### src/rtl/crossfade_sequencer.sv
// Crossfade sequencer: steps alpha between src_index and dst_index once per frame_tick, commits, and can auto-advance.
// Latency: an accepted request loads dst_index/alpha on the next edge. Alpha then moves by STEP per frame_tick. COMMIT lasts one cycle.
// Backpressure: req_ready drops only while the single pending slot is full. A request offered then is not taken.
// Ports: clk/rst (async, active-high); frame_tick; req_valid/req_index/req_ready request handshake;
//        auto_en slideshow enable; src_index/dst_index/alpha blend controls; busy (state != IDLE); done commit pulse.
module crossfade_sequencer #(
    parameter int STEP         = 8,
    parameter int DWELL_FRAMES = 120,
    parameter int NUM_IMAGES   = 16
) (
    input  logic       clk,
    input  logic       rst,
    input  logic       frame_tick,
    input  logic       req_valid,
    input  logic [3:0] req_index,
    output logic       req_ready,
    input  logic       auto_en,
    output logic [3:0] src_index,
    output logic [3:0] dst_index,
    output logic [7:0] alpha,
    output logic       busy,
    output logic       done
);
    localparam int              DWELL_W    = (DWELL_FRAMES < 2) ? 1 : $clog2(DWELL_FRAMES);
    localparam logic [DWELL_W-1:0] DWELL_LAST = DWELL_W'(DWELL_FRAMES - 1);
    localparam logic [3:0]      LAST_IMG   = 4'(NUM_IMAGES - 1);

    typedef enum logic [1:0] {
        ST_IDLE   = 2'd0,
        ST_FADE   = 2'd1,
        ST_COMMIT = 2'd2
    } state_t;

    state_t               state_q, state_d;
    logic [3:0]           src_q, src_d;
    logic [3:0]           dst_q, dst_d;
    logic [7:0]           alpha_q, alpha_d;
    logic                 done_q, done_d;
    logic                 busy_q, busy_d;
    logic                 ready_q, ready_d;
    logic                 pend_vld_q, pend_vld_d;
    logic [3:0]           pend_idx_q, pend_idx_d;
    logic [DWELL_W-1:0]   dwell_q, dwell_d;

    logic                 req_acc;
    logic [8:0]           alpha_sum;
    logic                 have_next;
    logic [3:0]           next_idx;

    assign req_acc   = req_valid & ready_q;
    // Nine-bit sum so the "would reach 255" test can never wrap.
    assign alpha_sum = {1'b0, alpha_q} + 9'(STEP);

    function automatic logic target_ok(input logic [3:0] idx, input logic [3:0] cur);
        return (idx != cur) && ({1'b0, idx} < 5'(NUM_IMAGES));
    endfunction

    always_comb begin
        state_d    = state_q;
        src_d      = src_q;
        dst_d      = dst_q;
        alpha_d    = alpha_q;
        done_d     = 1'b0;
        pend_vld_d = pend_vld_q;
        pend_idx_d = pend_idx_q;
        dwell_d    = dwell_q;
        have_next  = 1'b0;
        next_idx   = 4'd0;

        case (state_q)
            ST_IDLE: begin
                // A request that starts a fade beats the slideshow.
                // A rejected request is simply dropped and leaves auto mode untouched.
                if (req_acc && target_ok(req_index, src_q)) begin
                    dst_d   = req_index;
                    alpha_d = 8'd0;
                    dwell_d = '0;
                    state_d = ST_FADE;
                end else if (!auto_en) begin
                    dwell_d = '0;
                end else if (frame_tick) begin
                    if (dwell_q == DWELL_LAST) begin
                        dst_d   = (src_q == LAST_IMG) ? 4'd0 : src_q + 4'd1;
                        alpha_d = 8'd0;
                        dwell_d = '0;
                        state_d = ST_FADE;
                    end else begin
                        dwell_d = dwell_q + DWELL_W'(1);
                    end
                end
            end

            ST_FADE: begin
                dwell_d = '0;
                if (req_acc) begin
                    pend_vld_d = 1'b1;
                    pend_idx_d = req_index;
                end
                if (frame_tick) begin
                    if (alpha_sum >= 9'd255) begin
                        alpha_d = 8'hFF;
                        state_d = ST_COMMIT;
                    end else begin
                        alpha_d = alpha_sum[7:0];
                    end
                end
            end

            ST_COMMIT: begin
                dwell_d = '0;
                src_d   = dst_q;
                alpha_d = 8'd0;
                done_d  = 1'b1;
                // A request accepted during this very cycle counts as pending.
                have_next  = pend_vld_q | req_acc;
                next_idx   = pend_vld_q ? pend_idx_q : req_index;
                pend_vld_d = 1'b0;
                if (have_next && target_ok(next_idx, dst_q)) begin
                    dst_d   = next_idx;
                    state_d = ST_FADE;
                end else begin
                    state_d = ST_IDLE;
                end
            end

            default: begin
                state_d = ST_IDLE;
            end
        endcase

        ready_d = ~pend_vld_d;
        busy_d  = (state_d != ST_IDLE);
    end

    always_ff @(posedge clk or posedge rst) begin
        if (rst) begin
            state_q    <= ST_IDLE;
            src_q      <= 4'd0;
            dst_q      <= 4'd0;
            alpha_q    <= 8'd0;
            done_q     <= 1'b0;
            busy_q     <= 1'b0;
            ready_q    <= 1'b1;
            pend_vld_q <= 1'b0;
            pend_idx_q <= 4'd0;
            dwell_q    <= '0;
        end else begin
            state_q    <= state_d;
            src_q      <= src_d;
            dst_q      <= dst_d;
            alpha_q    <= alpha_d;
            done_q     <= done_d;
            busy_q     <= busy_d;
            ready_q    <= ready_d;
            pend_vld_q <= pend_vld_d;
            pend_idx_q <= pend_idx_d;
            dwell_q    <= dwell_d;
        end
    end

    assign req_ready = ready_q;
    assign src_index = src_q;
    assign dst_index = dst_q;
    assign alpha     = alpha_q;
    assign busy      = busy_q;
    assign done      = done_q;
endmodule

### config.mk
export PLATFORM = sky130hd
export DESIGN_NAME = crossfade_sequencer
export DESIGN_NICKNAME = d
export VERILOG_FILES = /design/src/rtl/crossfade_sequencer.sv
export SDC_FILE = /design/constraint.sdc
export NUM_CORES = 1
export LEC_CHECK = 0
export ABC_AREA = 1
export CAP_MARGIN = 5
export CORE_UTILIZATION = 35
export DETAILED_ROUTE_END_ITERATION = 16
export PLACE_DENSITY = 0.56
export SETUP_SLACK_MARGIN = 0.02
export SKIP_LAST_GASP = 1
export SLEW_MARGIN = 20
export SYNTH_ARGS = -nofsm -noshare
export SYNTH_HDL_FRONTEND = slang
export SYNTH_SLANG_ARGS = --single-unit
### constraint.sdc
create_clock -name clk -period 2.9 [get_ports clk]
set_clock_uncertainty 0.1 [all_clocks]
set_input_delay 0.87 -clock clk [delete_from_list [all_inputs] [get_ports clk]]
set_output_delay 0.87 -clock clk [all_outputs]
set_load 0.005 [all_outputs]
Yosys cells after proc, flatten, opt, wreduce, memory -nomap -nowiden
Cells that the tools add are included.
{"block": "op_classes", "addsub": 3, "magnitude_cmp": 1, "n_eq_ne": 12, "mux": 31, "bitwise": 3, "n_reduce_logical": 12}
{"operator": "$mux W8", "count": 6}
{"operator": "$mux W4", "count": 7}
{"operator": "$mux W7", "count": 4}
{"operator": "$pmux W8 S3", "count": 1}
{"operator": "$pmux W7 S2", "count": 1}
{"operator": "$mux W2", "count": 6}
{"operator": "$reduce_and A5 Y1", "count": 2}
{"operator": "$add A8 B4 Y9 const B", "count": 1}
{"operator": "$ge A9 B8 Y1 const B", "count": 1}
{"operator": "$ne A3 B3 Y1 const B", "count": 3}
{"operator": "$ne A4 B4 Y1", "count": 2}
{"operator": "$pmux W4 S2", "count": 1}
{"operator": "$add A7 B1 Y7 const B", "count": 1}
{"operator": "$eq A7 B7 Y1 const B", "count": 1}
{"operator": "$pmux W2 S3", "count": 1}
{"operator": "$reduce_bool A2 Y1", "count": 3}
{"operator": "$add A4 B1 Y4 const B", "count": 1}
{"operator": "$eq A4 B4 Y1 const B", "count": 1}
{"operator": "$ne A2 B2 Y1 const B", "count": 2}
{"operator": "$ne A4 B4 Y1 const B", "count": 1}
{"operator": "$reduce_and A2 Y1", "count": 2}
{"operator": "$mux W1", "count": 3}
{"operator": "$reduce_bool A3 Y1", "count": 1}
{"operator": "$eq A2 B1 Y1 const B", "count": 1}
{"operator": "8 further kinds", "count": 9}
{"block": "word_totals", "register_bits": 33, "in_bits": 9, "out_inout_bits": 19}

Depth between registers and ports, before layout
{"block": "logic_depth", "word_depth": 7, "mapped_depth": 15, "depth_no_buf": 14}

Worst setup path before layout
Ideal clock, no wire load.
{"block": "synth_timing", "path_kind": "input-to-reg", "from": "input port req_index[2]", "to": "register dst_q[0], in the netlist dst_index[0]", "arrival_time_ns": 1.697, "required_ns": 2.683, "setup_slack_ns": 0.986, "stages": 12, "n_path_buf": 1, "cell_sequence": "inv_1 -> nand2_1 -> nand2_1 -> nor2_2 -> nand2_4 -> nand2_8 -> buf_8 -> nand2_1 -> nand3_1 -> nand2_1 -> nand3_1 -> nand2_1"}
{"block": "synth_between", "elab_chain_len": 5, "word_cells_on_any_way": 12, "classes_between": "6 x eq/ne; 3 x mux; 3 x reduce/logical"}
{"element": "start: declaration", "line_no": "15", "rtl": "input logic [3:0] req_index,"}
{"element": "$mux W4", "line_no": "116", "rtl": "next_idx = pend_vld_q ? pend_idx_q : req_index;"}
{"element": "$ne A4 B4 Y1", "line_no": "55", "rtl": "return (idx != cur) && ({1'b0, idx} < 5'(NUM_IMAGES));"}
{"element": "$logic_and A1 B1 Y1", "line_no": "118", "rtl": "if (have_next && target_ok(next_idx, dst_q)) begin"}
{"element": "$ne A2 B2 Y1 (no source line)"}
{"element": "$reduce_and A5 Y1 (no source line)"}
{"element": "end signal: assignment", "line_no": "150", "rtl": "dst_q <= dst_d;"}
{"element": "end: declaration", "line_no": "36", "rtl": "logic [3:0] dst_q, dst_d;"}
Several ways; a longest one is shown, not always the timed one.
A chain may end at the register's enable or synchronous reset.

Worst setup path after layout
{"block": "layout_timing", "from": "input port req_index[2]", "to": "register dwell_q[0]"}
{"block": "layout_between", "elab_chain_len": 4, "word_cells_on_any_way": 6, "classes_between": "2 x eq/ne; 2 x mux; 2 x reduce/logical"}
{"element": "$ne A4 B4 Y1 (*)", "line_no": "55"}
{"element": "$logic_and A1 B1 Y1 (*)", "line_no": "74", "rtl": "if (req_acc && target_ok(req_index, src_q)) begin"}
{"element": "$ne A4 B4 Y1 (no source line) / $mux W7 (equally long branches)"}
{"element": "$reduce_and A2 Y1 (no source line) / $pmux W7 S2 (equally long branches)"}
{"element": "end signal: assignment", "line_no": "157", "rtl": "dwell_q <= dwell_d;"}
{"element": "end: declaration", "line_no": "43", "rtl": "logic [DWELL_W-1:0] dwell_q, dwell_d;"}
Mark *: on every way between the ends. The rest lies on a longest branch, timed or not.

==> reports/metrics.csv <==
metric;value;unit
status;finished, final reports clean;
critPathMostFrequentCell;nand2_1;
tritoncts;done;
relSlewSlack;72.91;%
p_leak;1.388;nW
endpoint_kind;flop;
antenna_found_initial;0;
critical_path.top_delay_family;simple AND/OR/NAND/NOR gates;
cp.arrival;2.43;ns
area_growth_syn_to_layout;19.28;%
critPathBufInv;3;
r2r_cells;8;
synth_top_area_share;33.63;%
crit_required;2.98;ns
syn_inst;325;
synth_cell_types;33;
grt_max_degree;32;
maxClockFrequency;0.4241;GHz
routed_via_density;4.685;
hold_violations;0;
cts_buffers;5;
synth_edf_count;0;
crit_chain;clkdlybuf4s50_1 -> inv_1 -> nand2_1 -> nand2_1 -> nor2_2 -> nand2_4 -> nand2_8 -> nand4_4 -> nand2_4 -> inv_1 -> nand2_1 -> o21ai_1;
clk_pin_slew;0.07;ns
num-fill-cells;637;
synthesis.nets;342;
crit_slowest_cell;clkdlybuf4s50_1;
core;0.006026;mm²
cts.htree.levels;2;
place_ws;0.2007;ns
synth_most_common_cell;nand2_1;
min_delay_path_depth;2;
hold_slack;0.3941;ns
async_flop_share;100.0;%
drt_first_pass_iters;4;
synth_top_area_cell;dfrtp_1;
antenna_cells;0;
cts_sinks;31;
die_h;81.86;µm
synth_common_cells;nand2_1 (118), inv_1 (44), nand3_1 (37);
final_area;0.002663;mm²
r2r_slack;1.01;ns
fin_cells;429;
drt_iter0_markers;160;
cap_viol_max_count;0;
drc;0;
setup_viol;0;
cp.depth;12;
start_util;37.04;%
overflow;0;
clock_path_buffers;2;
vias;2010;
fin_crit;2.358;ns
ir_drop;0.4192;mV
post-route-util;44.19;%
slew_viol_final;0;
fp.dieArea;0.006701;mm²
post_cts_buffers;0;
ys_seq_elements;31;
tightest_slew;0.4063;ns
cts-resized-gates;0;
syn_area;0.002232;mm²
drive_gt1_share;11.02;%
io_buffer_count;27;
ant_nets;0;
avgSynthCellArea;6.868;µm²
fp.dieW;81.86;µm
nets;370;
fin_ws;0.5423;ns
wire_per_inst;11.84;µm
max_stage_delay;0.50;ns
finalPower;1.854;mW
grt_pass1_wl;8.942;mm
ys_top_cells_by_area;dfrtp_1 (34%), nand2_1 (20%), nand3_1 (8.3%), inv_1 (7.4%), ha_1 (4.5%);
wl;5.080;mm
holdBufCountCts;0;
grt.total_usage;17.62;%
rows;28;
hold_path_class;flop to flop;
place_inst;421;
p_per_area;696.2;mW/mm²
placed_area;0.002545;mm²
critPathKind;primary input to flop;
crit_fanout;18;
first_global_vias;1971;
tns;0;ns
rsz0062_at_grt;false;
synth_flop_cell;dfrtp_1;
synth_warnings;0;
ctsRootBufferMaster;clkbuf_8;
ios;28;
cp-start-kind;primary input;
place.gp.congestion;0.8461;
ys_seq_area_share;34.81;%
min_period_over_period;81.30;%
hpwlAfterDp;3.839;mm
clk_latency;0.28;ns
[logic make-up (layout without fill, tap and decap cells)]
kind of cell | Yosys count | in the layout | share of synthesized area [%]
AOI/OAI and AO/OA | 25 | 25 | 6.670
xor gates and xnor gates | 2 | 2 | 0.7849
adders and majority gates | 8 | 8 | 4.484
buffers and inverters | 55 | 84 | 11.04
DFF | 31 | 31 | 34.81
and+or+nand+nor | 204 | 204 | 42.21
[cells in the final DEF, fill, tap and decap left out, drive strengths merged]
cell type,Yosys,routed
a21oi,4,4
and3,1,1
buf,5,3
bufinv,0,1
clkbuf,4,6
clkdlybuf4s50,0,27
clkinv,0,1
dfrtp,30,30
dfstp,1,1
ha,8,8
inv,46,46
nand2,131,131
nand3,38,38
nand3b,2,2
nand4,8,8
nor2,21,21
nor3,1,1
o211ai,1,1
o21ai,19,19
o21bai,1,1
or2,2,2
xnor2,1,1
xor2,1,1
[area by class of cell]
cell class	count	area, µm²	area share [%]
Clock buffer	6	82.58	3.102
Sequential cell	31	777.0	29.18
Tap cell	75	93.84	3.524
Inverter	46	172.7	6.485
Multi-Input combinational cell	239	1209	45.39
Timing Repair Buffer	30	292.8	11.00
Clock inverter	2	35.03	1.316
[worst paths after layout]
kind                                           start                        end
setup / recovery                        req_index[2]     dwell_q[0]$_DFFE_PP0P_
hold reg to reg            pend_idx_q[1]$_DFFE_PP0P_  pend_idx_q[1]$_DFFE_PP0P_
hold / removal             pend_idx_q[1]$_DFFE_PP0P_  pend_idx_q[1]$_DFFE_PP0P_
setup reg to reg              dwell_q[1]$_DFFE_PP0P_       alpha[3]$_DFFE_PP0P_
min in group asynchronous                        rst   dst_index[1]$_DFFE_PP0P_
max in group asynchronous                        rst        req_ready$_DFF_PP1_
[flip-flops by register name, indices dropped and copies added, names as in the netlist]
register	cells
pend_idx_q	4
pend_vld_q	1
dst_index	4
done	1
alpha	6
busy	1
req_ready	1
state_q	2
dwell_q	7
src_index	4
[routing by layer]
metal / wire length, µm / vias to the layer above / share of wire, % / global-route usage (%)
li1: - / 1075 / - / -
met2: 2425 / 25 / 48 / 30.00
met3: 149 / 4 / 2.9 / 3.667
met4: 37 / 0 / 0.73 / 4.912
met5: 0 / - / 0 / 0
met1: 2468 / 906 / 49 / 22.36
[power by group]
part | leakage (nW) | total, mW | internal [mW] | switching, mW
combinational | 0.917 | 0.761 | 0.310 | 0.451
clock | 0.0612 | 0.450 | 0.278 | 0.172
sequential | 0.410 | 0.643 | 0.534 | 0.109
total | 1.39 | 1.85 | 1.12 | 0.732
[tightest hold or removal path: cells and delay by family (launching register included)]
| family | cells | cell delay [ns] |
|---|---|---|
| AOI/OAI and AO/OA | 1 | 0.06 |
| DFF | 1 | 0.35 |
| and+or+nand+nor | 1 | 0.05 |
No activity file was read; power rests on OpenSTA's default activity.
==> patch (same settings) <==
Re-encode `state_t` (3 states) as one-hot, 3 bits wide.
--- a/src/rtl/crossfade_sequencer.sv
+++ b/src/rtl/crossfade_sequencer.sv
@@ -26,8 +26,8 @@
     localparam logic [3:0]      LAST_IMG   = 4'(NUM_IMAGES - 1);
 
-    typedef enum logic [1:0] {
-        ST_IDLE   = 2'd0,
-        ST_FADE   = 2'd1,
-        ST_COMMIT = 2'd2
+    typedef enum logic [2:0] {
+        ST_IDLE   = 3'b001,
+        ST_FADE   = 3'b010,
+        ST_COMMIT = 3'b100
     } state_t;
 
Behaviour: same outputs for any inputs over 10 cycles, from zero or initial values and one cycle with rst high; not proved beyond that.
==> patch against the unedited design <==
  * Worst setup slack worse by 0.045 ns
  * Routed wire length decreased by 11%
  * Die area decreased by 9.5%
  * Non-clock buffer count unchanged
  * Sequential share of layout area grew 3.5 points
  * Area after synthesis shrank 9.8%
  * Sequential cell count grew 1
  * Critical path depth unchanged
  * Final area is 7.8% lower
  * Fmax decreased by 1.9%
Power is not compared: it rests on default switching activity, and its combinational part moved more than twofold at a synthesized area within 25%.
==> patch: results (changes against the unedited design) <==
Placed design
  – Post-DP Area: 2370 µm² (was 2540 µm²)
  – Gpl congestion: 0.832 (was 0.846)
  – Dpl ws: 0.214 ns (was 0.201 ns)
  – Placed wire-length estimate: 3420 µm (was 3840 µm)
  – Cell count after placement: 380 (was 421)

Timing
  – WHS: 0.401 ns (was 0.394 ns)
  – Worst rel slew slack: 0.710 (was 0.729)

Critical path
  – Worst r2r path cells: 10 (was 8)
  – RR Endpoint: alpha[4]$_DFFE_PP0P_ (was alpha[3]$_DFFE_PP0P_)
  – Reg2reg start: state_q[0]$_DFF_PP1_ (was dwell_q[1]$_DFFE_PP0P_)
  – Crit-path max FO: 11 (was 18)
  – Max incr delay on CP: 0.52 ns (was 0.50 ns)
  – Slack of the worst reg-to-reg path: 1.05 ns (was 1.01 ns)

Global route
  – GRT Util Overall: 0.168 (was 0.176)
  – First-pass GRT wire length: 7940 µm (was 8940 µm)
  – Pin count of the biggest net entering global routing: 33 (was 32)

Worst hold path
  – Hold Path End: pend_idx_q[2]$_DFFE_PP0P_ (was pend_idx_q[1]$_DFFE_PP0P_)
  – Worst Hold Launch: pend_idx_q[2]$_DFFE_PP0P_ (was pend_idx_q[1]$_DFFE_PP0P_)

Yosys
  – Syn_nets: 295 (was 342)
  – Leading cell types by count after synthesis: 105 x nand2_1, 33 x inv_1, 31 x nand3_1 (was 118 x nand2_1, 44 x inv_1, 37 x nand3_1)
  – Synth Area in XOR/XNOR: 0.0348 (was 0.00785)
  – Yosys cell types: 28 (was 33)
  – Syn Area/Cell: 7.14 µm² (was 6.87 µm²)
  – Area share of fa/ha/maj cells after synthesis: 0.0248 (was 0.0448)
  – Sequential share of the synthesized area: 0.399 (was 0.348)
  – Compound-Gate Fraction of Synth Area: 0.0621 (was 0.0667)
  – Synth area leaders: dfrtp_1 37%, nand2_1 20%, nand3_1 7.7% (was dfrtp_1 34%, nand2_1 20%, nand3_1 8.3%)

Final layout
  – Fill count: 590 (was 637)
  – Final non-filler cell total: 388 (was 429)
  – Final-stage net count: 328 (was 370)
  – Share of cells above drive strength 1: 0.0949 (was 0.110)
  – Ant diodes: 0 (unchanged)

Clocking
  – Clk_lat worst skew: 0.28 ns (about the same)
  – Post-CTS Setup Inserts: 0 (unchanged)

Status
  – Status: complete, no violations (unchanged)

Detailed routing
  – Wire per inst: 11.7 µm (was 11.8 µm)
  – Vias per inst: 4.66 (was 4.69)
  – First DRT Iteration DRCs: 85 (was 160)
[patch: cell types whose count changed after synthesis, moves of 6 or more]
cell,unedited run,this run
xor2_1,1,7
nand3_1,37,31
o21ai_0,13,19
inv_1,44,33
nand2_1,118,105
[patch: layout make-up]
class                           count  area, µm²  area share
Tap cell                           72       90.1      0.0367
Inverter                           38        145      0.0591
Timing Repair Buffer               30        293       0.119
Clock buffer                        8       90.1      0.0367
Multi-Input combinational cell    208       1030       0.421
Sequential cell                    32        803       0.327
[patch: routing by layer]
layer | part of all wire | GRT usage | vias to the layer above
met2 | 0.48 | 0.281 | 19
met5 | 0 | 0 | -
li1 | - | - | 959
met4 | 0.0099 | 0.0566 | 0
met3 | 0.023 | 0.0318 | 5
met1 | 0.49 | 0.216 | 825
[patch: tightest hold or removal path: cells and delay by family, from the launching register on]
family | cells | cell delay, ns
AOI/OAI and AO/OA | 1 | 0.06
and+or+nand+nor | 1 | 0.05
DFF | 1 | 0.35
[patch: worst max-delay path by stage]
stage	start	end	slack (ns)	cells past startpoint
4_1_cts	req_index[1]	dwell_q[3]$_DFFE_PP0P_	0.51	12
2_1_floorplan	req_index[3]	dst_index[0]$_DFFE_PP0P_	0.94	13
6_report	req_index[3]	dwell_q[3]$_DFFE_PP0P_	0.50	12
3_5_place_dp	req_index[1]	dwell_q[0]$_DFFE_PP0P_	0.21	12
5_1_grt	req_index[3]	dwell_q[3]$_DFFE_PP0P_	0.29	12
3_3_place_gp	req_index[3]	dwell_q[3]$_DFFE_PP0P_	0.22	12
[patch: power breakdown]
| part | internal, µW | switching, µW |
|---|---|---|
| registers | 460 | 17.1 |
| clock network | 194 | 162 |
| logic | 45.0 | 57.7 |
